File: src/rtl/sap_display_pkg.sv
// Shared seven-segment constants for the SAP display path.
// Segment codes are active-high {g,f,e,d,c,b,a}; polarity is applied at the pins.
package sap_display_pkg;

  localparam int NUM_DIGITS = 4;

  localparam logic [6:0] SEG_0    = 7'h3F;
  localparam logic [6:0] SEG_1    = 7'h06;
  localparam logic [6:0] SEG_2    = 7'h5B;
  localparam logic [6:0] SEG_3    = 7'h4F;
  localparam logic [6:0] SEG_4    = 7'h66;
  localparam logic [6:0] SEG_5    = 7'h6D;
  localparam logic [6:0] SEG_6    = 7'h7D;
  localparam logic [6:0] SEG_7    = 7'h07;
  localparam logic [6:0] SEG_8    = 7'h7F;
  localparam logic [6:0] SEG_9    = 7'h6F;
  localparam logic [6:0] SEG_DASH = 7'h40;
  localparam logic [6:0] SEG_OFF  = 7'h00;

endpackage

File: src/rtl/sap_bcd_to_seg.sv
// Combinational BCD nibble to active-high seven-segment code.
// Non-BCD nibbles (10..15) render as a dash so bad data stays visible.
module sap_bcd_to_seg
  import sap_display_pkg::*;
(
  input  logic [3:0] nibble,
  output logic [6:0] seg
);

  always_comb begin
    seg = SEG_DASH;
    case (nibble)
      4'd0:    seg = SEG_0;
      4'd1:    seg = SEG_1;
      4'd2:    seg = SEG_2;
      4'd3:    seg = SEG_3;
      4'd4:    seg = SEG_4;
      4'd5:    seg = SEG_5;
      4'd6:    seg = SEG_6;
      4'd7:    seg = SEG_7;
      4'd8:    seg = SEG_8;
      4'd9:    seg = SEG_9;
      default: seg = SEG_DASH;
    endcase
  end

endmodule

File: src/rtl/sap_seven_seg_scanner.sv
// Four-digit multiplexed seven-segment scanner with per-frame snapshot,
// leading-zero blanking and a dark interval at the start of every digit slot.
module sap_seven_seg_scanner
  import sap_display_pkg::*;
#(
  parameter int CLK_DIV        = 50000,
  parameter int BLANK_CYCLES   = 500,
  parameter int BLANK_LEADING  = 1,
  parameter int SEG_ACTIVE_LOW = 1,
  parameter int DIG_ACTIVE_LOW = 1
) (
  input  logic                  clk,
  input  logic                  reset,
  input  logic [15:0]           BCD_IN,
  input  logic                  enable,
  output logic [6:0]            SEG,
  output logic [NUM_DIGITS-1:0] DIG,
  output logic                  frame_tick
);

  localparam int CNT_W = $clog2(CLK_DIV);
  localparam int IDX_W = $clog2(NUM_DIGITS);
  localparam logic [6:0]            SEG_POL = (SEG_ACTIVE_LOW != 0) ? 7'h7F : 7'h00;
  localparam logic [NUM_DIGITS-1:0] DIG_POL = (DIG_ACTIVE_LOW != 0) ? '1 : '0;

  logic [CNT_W-1:0]      cnt;
  logic [IDX_W-1:0]      idx;
  logic [15:0]           snap;
  logic                  en_q;

  logic                  slot_end;
  logic                  first;
  logic                  load;
  logic [15:0]           src;
  logic [3:0]            nib;
  logic [6:0]            code;
  logic                  lead_blank;
  logic                  lit;
  logic [6:0]            seg_p0;
  logic [NUM_DIGITS-1:0] dig_p0;

  assign slot_end = (cnt == CNT_W'(CLK_DIV - 1));
  assign first    = enable & ~en_q;
  assign load     = enable & (first | (slot_end & (idx == IDX_W'(NUM_DIGITS - 1))));

  // On the restart cycle the old snapshot is stale, so decode straight from BCD_IN.
  assign src = first ? BCD_IN : snap;
  assign nib = src[{idx, 2'b00} +: 4];

  sap_bcd_to_seg u_dec (
    .nibble (nib),
    .seg    (code)
  );

  // Digit k is blanked when it and everything above it are zero; digit 0 never is.
  always_comb begin
    lead_blank = 1'b0;
    for (int k = NUM_DIGITS - 1; k >= 1; k--) begin
      if (idx == IDX_W'(k)) lead_blank = ((src >> (4 * k)) == 16'h0000);
    end
    if (BLANK_LEADING == 0) lead_blank = 1'b0;
  end

  always_comb begin
    lit    = enable & (cnt >= CNT_W'(BLANK_CYCLES)) & ~lead_blank;
    seg_p0 = SEG_OFF;
    dig_p0 = '0;
    if (lit) begin
      seg_p0      = code;
      dig_p0[idx] = 1'b1;
    end
  end

  // Stage p0 -> p1: scan state, snapshot and polarity-adjusted output registers.
  always_ff @(posedge clk or posedge reset) begin
    if (reset) begin
      cnt        <= '0;
      idx        <= '0;
      en_q       <= 1'b0;
      snap       <= 16'h0000;
      SEG        <= SEG_OFF ^ SEG_POL;
      DIG        <= DIG_POL;
      frame_tick <= 1'b0;
    end else begin
      en_q       <= enable;
      frame_tick <= load;
      SEG        <= seg_p0 ^ SEG_POL;
      DIG        <= dig_p0 ^ DIG_POL;
      if (load) snap <= BCD_IN;
      if (!enable) begin
        cnt <= '0;
        idx <= '0;
      end else if (slot_end) begin
        cnt <= '0;
        idx <= idx + 1'b1;
      end else begin
        cnt <= cnt + 1'b1;
      end
    end
  end

endmodule

File: config.mk
export PLATFORM = sky130hd
export DESIGN_NAME = sap_seven_seg_scanner
export DESIGN_NICKNAME = d
export VERILOG_FILES = /design/src/rtl/sap_display_pkg.sv /design/src/rtl/sap_bcd_to_seg.sv /design/src/rtl/sap_seven_seg_scanner.sv
export SDC_FILE = /design/constraint.sdc
export NUM_CORES = 1
export LEC_CHECK = 0
export BUFFER_PORTS_ARGS = -buffer_cell sky130_fd_sc_hd__buf_2
export CAP_MARGIN = 25
export CELL_PAD_IN_SITES_DETAIL_PLACEMENT = 0
export CELL_PAD_IN_SITES_GLOBAL_PLACEMENT = 1
export CORE_UTILIZATION = 47
export DETAILED_ROUTE_END_ITERATION = 12
export PLACE_DENSITY = 0.82
export SLEW_MARGIN = 20
export SYNTH_ARGS = -nofsm -noshare
export SYNTH_HDL_FRONTEND = slang
export SYNTH_SLANG_ARGS = --single-unit
File: constraint.sdc
create_clock -name clk -period 2.5 [get_ports clk]
set_input_delay 0.5 -clock clk [delete_from_list [all_inputs] [get_ports clk]]
set_output_delay 0.5 -clock clk [all_outputs]
set_load 0.005 [all_outputs]
**Word-level counts from Yosys, hierarchy flattened**

Memory sizes are Yosys's and may differ from the RTL's.
Cells that the tools add are included.
Widths: inputs -> output; s select.

- Shift operators: 1
- Multiplexer cells: 12
- Order comparisons: 3
- Reductions and logical operators: 4
- Bitwise logic cells: 10
- Equality and inequality tests: 5
- $add $sub $neg: 2

Operator list:

| operator | count |
|---|---|
| $logic_not 16->1 | 3 |
| $mux 16 | 3 |
| $add 16x1->16 const B | 1 |
| $eq 16x16->1 const B | 1 |
| $ge 16x9->1 const B | 1 |
| $shiftx 16x5->4 | 1 |
| $mux 7 | 1 |
| $not 7->7 | 1 |
| $and 1x1->1 | 5 |
| $eq 2x2->1 const B | 2 |
| $mux 1 | 4 |
| $mux 2 | 2 |
| $mux 4 | 1 |
| $not 4->4 | 1 |
| $lt 2x3->1 const B | 1 |
| $add 2x1->2 const B | 1 |
| $demux 1 s2 | 1 |
| $eq 2x1->1 const B | 1 |
| $ge 2x1->1 const B | 1 |
| $ne 2x1->1 const B | 1 |
| $not 1->1 | 2 |
| $logic_and 1x1->1 | 1 |
| $or 1x1->1 | 1 |

- Word-level logic and storage cells: 45
- Memories kept: 1
- ROM bits: 112
- Register bits after elaboration: 47
- Output and inout bits: 12

Memories:

| memory | depth | width | read ports | clocked after memory_dff | wr ports | line | text |
|---|---|---|---|---|---|---|---|
| (no name shown) | 16 | 7 | 1 | 0 | 0 | sap_bcd_to_seg.sv:12 | `case (nibble)` |

**Longest topological paths before layout**

- Depth after elaboration: 11
- Depth in mapped cells: 9
- Mapped depth without buffers: 8

**Hierarchy**

A second synthesis with hierarchy kept.

- Cells, all modules: 273
- Area total of the unflattened synthesis: 2,801.4 um^2

Modules (own cells, without submodules):

| module | times used | seq. area each (um^2) | cells each | area an instance (um^2) |
|---|---|---|---|---|
| sap_seven_seg_scanner | 1 | 1,189.9 | 244 | 2,576.2 |
| sap_bcd_to_seg | 1 | 0.0 | 29 | 225.2 |

**Worst setup path before layout**

No wires, ideal clock.

- Path type: input -> register
- From: input port enable
- To: register SEG[6]
- Setup time: 96 ps
- Setup slack: 287 ps
- Cell stages on the path: 9
- Required time: 2,404 ps
- Path buffers: 1
- Data arrival time: 2,117 ps
- Cell sequence: nand2b_2 -> buf_6 -> mux4_1 -> mux2i_1 -> inv_1 -> ha_1 -> inv_1 -> mux2_2 -> o21ai_1

- Cells in the longest elaborated chain, start to end: 10

Ends and longest elaborated chain:

| item | line | text |
|---|---|---|
| start: declaration | sap_seven_seg_scanner.sv:15 | `input logic enable,` |
| branches (longest 8 deep; another with $mem_v2 16x7) | - |  |
| $mux 7 * | sap_seven_seg_scanner.sv:68 | `if (lit) begin` |
| $not 7->7 (no line) * | - |  |
| end signal: assignment | sap_seven_seg_scanner.sv:81 | `SEG <= SEG_OFF ^ SEG_POL;` |
| end signal: assignment | sap_seven_seg_scanner.sv:87 | `SEG <= seg_p0 ^ SEG_POL;` |
| end: declaration | sap_seven_seg_scanner.sv:16 | `output logic [6:0] SEG,` |

Every way passes the cells marked *.
A chain may end at the register's enable or synchronous reset.

**Worst setup path after layout**

- From: register en_q
- To: register SEG[4]

- Cells in the longest elaborated chain, start to end: 11

Ends and longest elaborated chain:

| item | line | text |
|---|---|---|
| start: declaration | sap_seven_seg_scanner.sv:29 | `logic en_q;` |
| start signal: assignment | sap_seven_seg_scanner.sv:85 | `en_q <= enable;` |
| $not 1->1 * | sap_seven_seg_scanner.sv:43 | `assign first = enable & ~en_q;` |
| $and 1x1->1 * | sap_seven_seg_scanner.sv:43 |  |
| $mux 16 * | sap_seven_seg_scanner.sv:47 | `assign src = first ? BCD_IN : snap;` |
| branches (longest 6 deep; another with $mem_v2 16x7) | - |  |
| $mux 7 * | sap_seven_seg_scanner.sv:68 |  |
| $not 7->7 (no line) * | - |  |

Marks and branches as above.

==> results.yml <==
detailed_routing:
  drt_first_iter_violations: 86
  ant_nets: 0
  viasPerCell: 5.333
  wirelength_um: 4853
  vias: 1712
  drc_errors: 0
  routedWlPerCell_um: 15.12
  firstDrtPassIters: 5
layout:
  final_nets: 280
  antenna_cells: 0
  area_delta_synth_final_pct: 16.75
  layout-drive-gt1-share_pct: 36.65
  nFillCells: 447
  final_cell_area_mm2: 0.002983
synthesis:
  synth_area_mm2: 0.002555
  synth_commonest_cells: "36 x dfrtp_1, 18 x nor2_1, 12 x inv_1, 12 x nand2_1"
  yosysTopAreaCellShare_pct: 35.26
  synth_largest_area_cell: "dfrtp_1"
  synthCells: 206
  synth_area_leaders: "dfrtp_1 35%, dfstp_2 11%, mux2_4 6.5%"
  ys_async_sr_fraction_pct: 100.0
  synth_edf_count: 0
  ys_ff_latch: 47
  synth_ff_type: "dfrtp_1"
  synth.distinct_cells: 43
  ys_seq_area_share_pct: 46.57
  yosys.cell_count.top_type: "dfrtp_1"
  avgSynthCellArea_um2: 12.40
  syn_nets: 236
  yosys_warnings: 0
grt:
  grt_pass1_vias: 1700
  grt_antenna_before_repair: 0
  grt_pass1_wl_um: 8397
  grt_max_degree: 31
  grtUsageTotal_pct: 20.02
  grt_overflow_total: 0
pwr:
  vdd_drop_max_mv: 0.3745
  p_leak_nw: 1.329
  power_per_cell_area_mw_per_mm2: 584.3
floorplanning:
  start_util_pct: 49.40
  row_count: 26
  core-area_mm2: 0.005172
  pin_count: 31
  die_w_um: 75.73
  dieArea_mm2: 0.005735
  die_h_um: 75.73
sta:
  clock.fmax_mhz: 435.4
  finClkSkew_ns: 0.01669
  setup_viol: 0
  tns_ns: 0
  fin_crit_sh_pct: 91.87
  max_slew_margin_pct: 59.98
  tightest_slew_ns: 0.5995
  finalHoldViolCount: 0
  rsz0062_at_grt: "no"
  finalCriticalPeriod_ns: 2.297
  finalMaxSlewViolations: 0
setup_path:
  crit_family: "multiplexers"
  critPathBufInv: 0
  slowest_stage: "mux4_1"
  worstPathRequired_ns: 2.70
  path_class: "reg2reg"
  cp-end-kind: "flip-flop"
  start_kind: "flip-flop"
  cp.arrival_ns: 2.50
  worst-path-max-fanout: 10
  critPathMaxStageDelay_ns: 0.60
  path_cells: "nand2b_2, mux4_1, mux2_4, a2111oi_4, a22oi_1"
clock_tree:
  postCtsHoldBufs: 0
  clock-root-buffer: "clkbuf_8"
  cts.repair.resized: 0
  postCtsSetupRepairBufs: 0
  clkTransAtPathRegs_ns: 0.09
  cts_tree: "built"
  h-tree-depth: 2
  clkSinkCount: 47
  cts.path.max_buffers: 2
  cts_made_buffers: 5
  clk_latency_ns: 0.30
place:
  place_congestion: 0.8296
  postPlaceCellArea_mm2: 0.002844
  hpwl_um: 3631
  io_buffers: 30
status:
  outcome: "complete, no violations"
min_path:
  hold_class: "in2async"
job:
  drv_cap: 0
-- layout make-up --
class	count	area, um^2	share of cell area (%)
clock buffers	6	72.57	2.433
clock inverters	2	60.06	2.013
inverters	13	48.80	1.636
multi-input cells	142	1291	43.29
flip-flops and latches	47	1190	39.89
well taps	70	87.58	2.936
repair buffers	41	232.7	7.802
-- registers in the layout, indices dropped and copies added (netlist names) --
signal	flops
en_q	1
cnt	16
SEG	7
snap	16
idx	2
DIG	4
frame_tick	1
-- where the power goes --
group | switching, W | internal (W)
combinational | 0.000119 | 0.000136
clock | 0.000250 | 0.000400
sequential | 0.0000335 | 0.000805
total | 0.000402 | 0.00134
-- through the flow --
| step | power (W) | instances | hold slack (ns) | setup slack [ns] | utilization, % |
|---|---|---|---|---|---|
| global route | 0.001818 | 321 | 0.3198 | 0.08234 | 57.67 |
| CTS | 0.001759 | 321 | 0.2853 | 0.1596 | 57.55 |
| detailed placement | 0.001105 | 313 | 0.4880 | 0.03990 | 54.98 |
| global placement | 0.001100 | 313 | 0.4907 | 0.09732 | 54.98 |
| finish | 0.001743 | 321 | 0.2642 | 0.2032 | 57.67 |
| floorplan | 0.001028 | 206 | 0.4684 | 0.2871 | - |
-- cell usage in the layout, fill, tap and decap left out, types with 2 or more instances in the layout --
cell,n
a21oi_1,5
and4_1,2
dfstp_2,11
xor2_1,6
and3_1,3
xnor2_1,7
o21ai_0,5
mux2_4,11
a22oi_1,4
buf_4,11
dfrtp_1,36
nor4_1,5
nor3b_1,3
nor2_1,18
inv_1,11
nand2_1,12
bufinv_16,2
ha_1,11
buf_2,30
mux4_2,4
nand3_1,5
clkbuf_8,5
mux2i_1,7
mux2_2,10
nor3_1,2
mux4_1,4
or3_1,2
-- path summary, 6_finish.rpt --
| kind | startpoint | endpoint | slack [ns] | depth (start not counted) |
|---|---|---|---|---|
| max | en_q$_DFF_PP0_ | SEG[4]$_DFF_PP1_ | 0.20 | 5 |
| min | reset | cnt[3]$_DFF_PP0_ | 0.26 | 2 |
| max reg2reg | en_q$_DFF_PP0_ | SEG[4]$_DFF_PP1_ | 0.20 | 5 |
| min reg2reg | cnt[0]$_DFF_PP0_ | cnt[0]$_DFF_PP0_ | 0.51 | 1 |
| max in group asynchronous | reset | snap[8]$_DFFE_PP0P_ | 1.66 | 3 |
| min in group clk | BCD_IN[2] | snap[2]$_DFFE_PP0P_ | 0.45 | 2 |
-- cells by family (layout without fill, tap and decap cells) --
logic type / Yosys count / count (layout) / synth area share [%]
adder cells (fa/ha/maj): 11 / 11 / 5.387
AO/OA/AOI/OAI: 20 / 20 / 5.925
multiplexers: 36 / 36 / 21.25
XOR/XNOR: 13 / 13 / 4.456
buffers and inverters: 17 / 62 / 3.134
flip-flops: 47 / 47 / 46.57
AND/OR/NAND/NOR: 62 / 62 / 13.27
-- per-layer routing --
| layer | share of wire [%] | global-route usage (%) |
|---|---|---|
| met5 | 0 | 0 |
| met4 | 1.3 | 6.790 |
| met3 | 3.8 | 3.571 |
| met2 | 46 | 30.16 |
| met1 | 49 | 29.28 |
(Power assumes the default switching activity.)
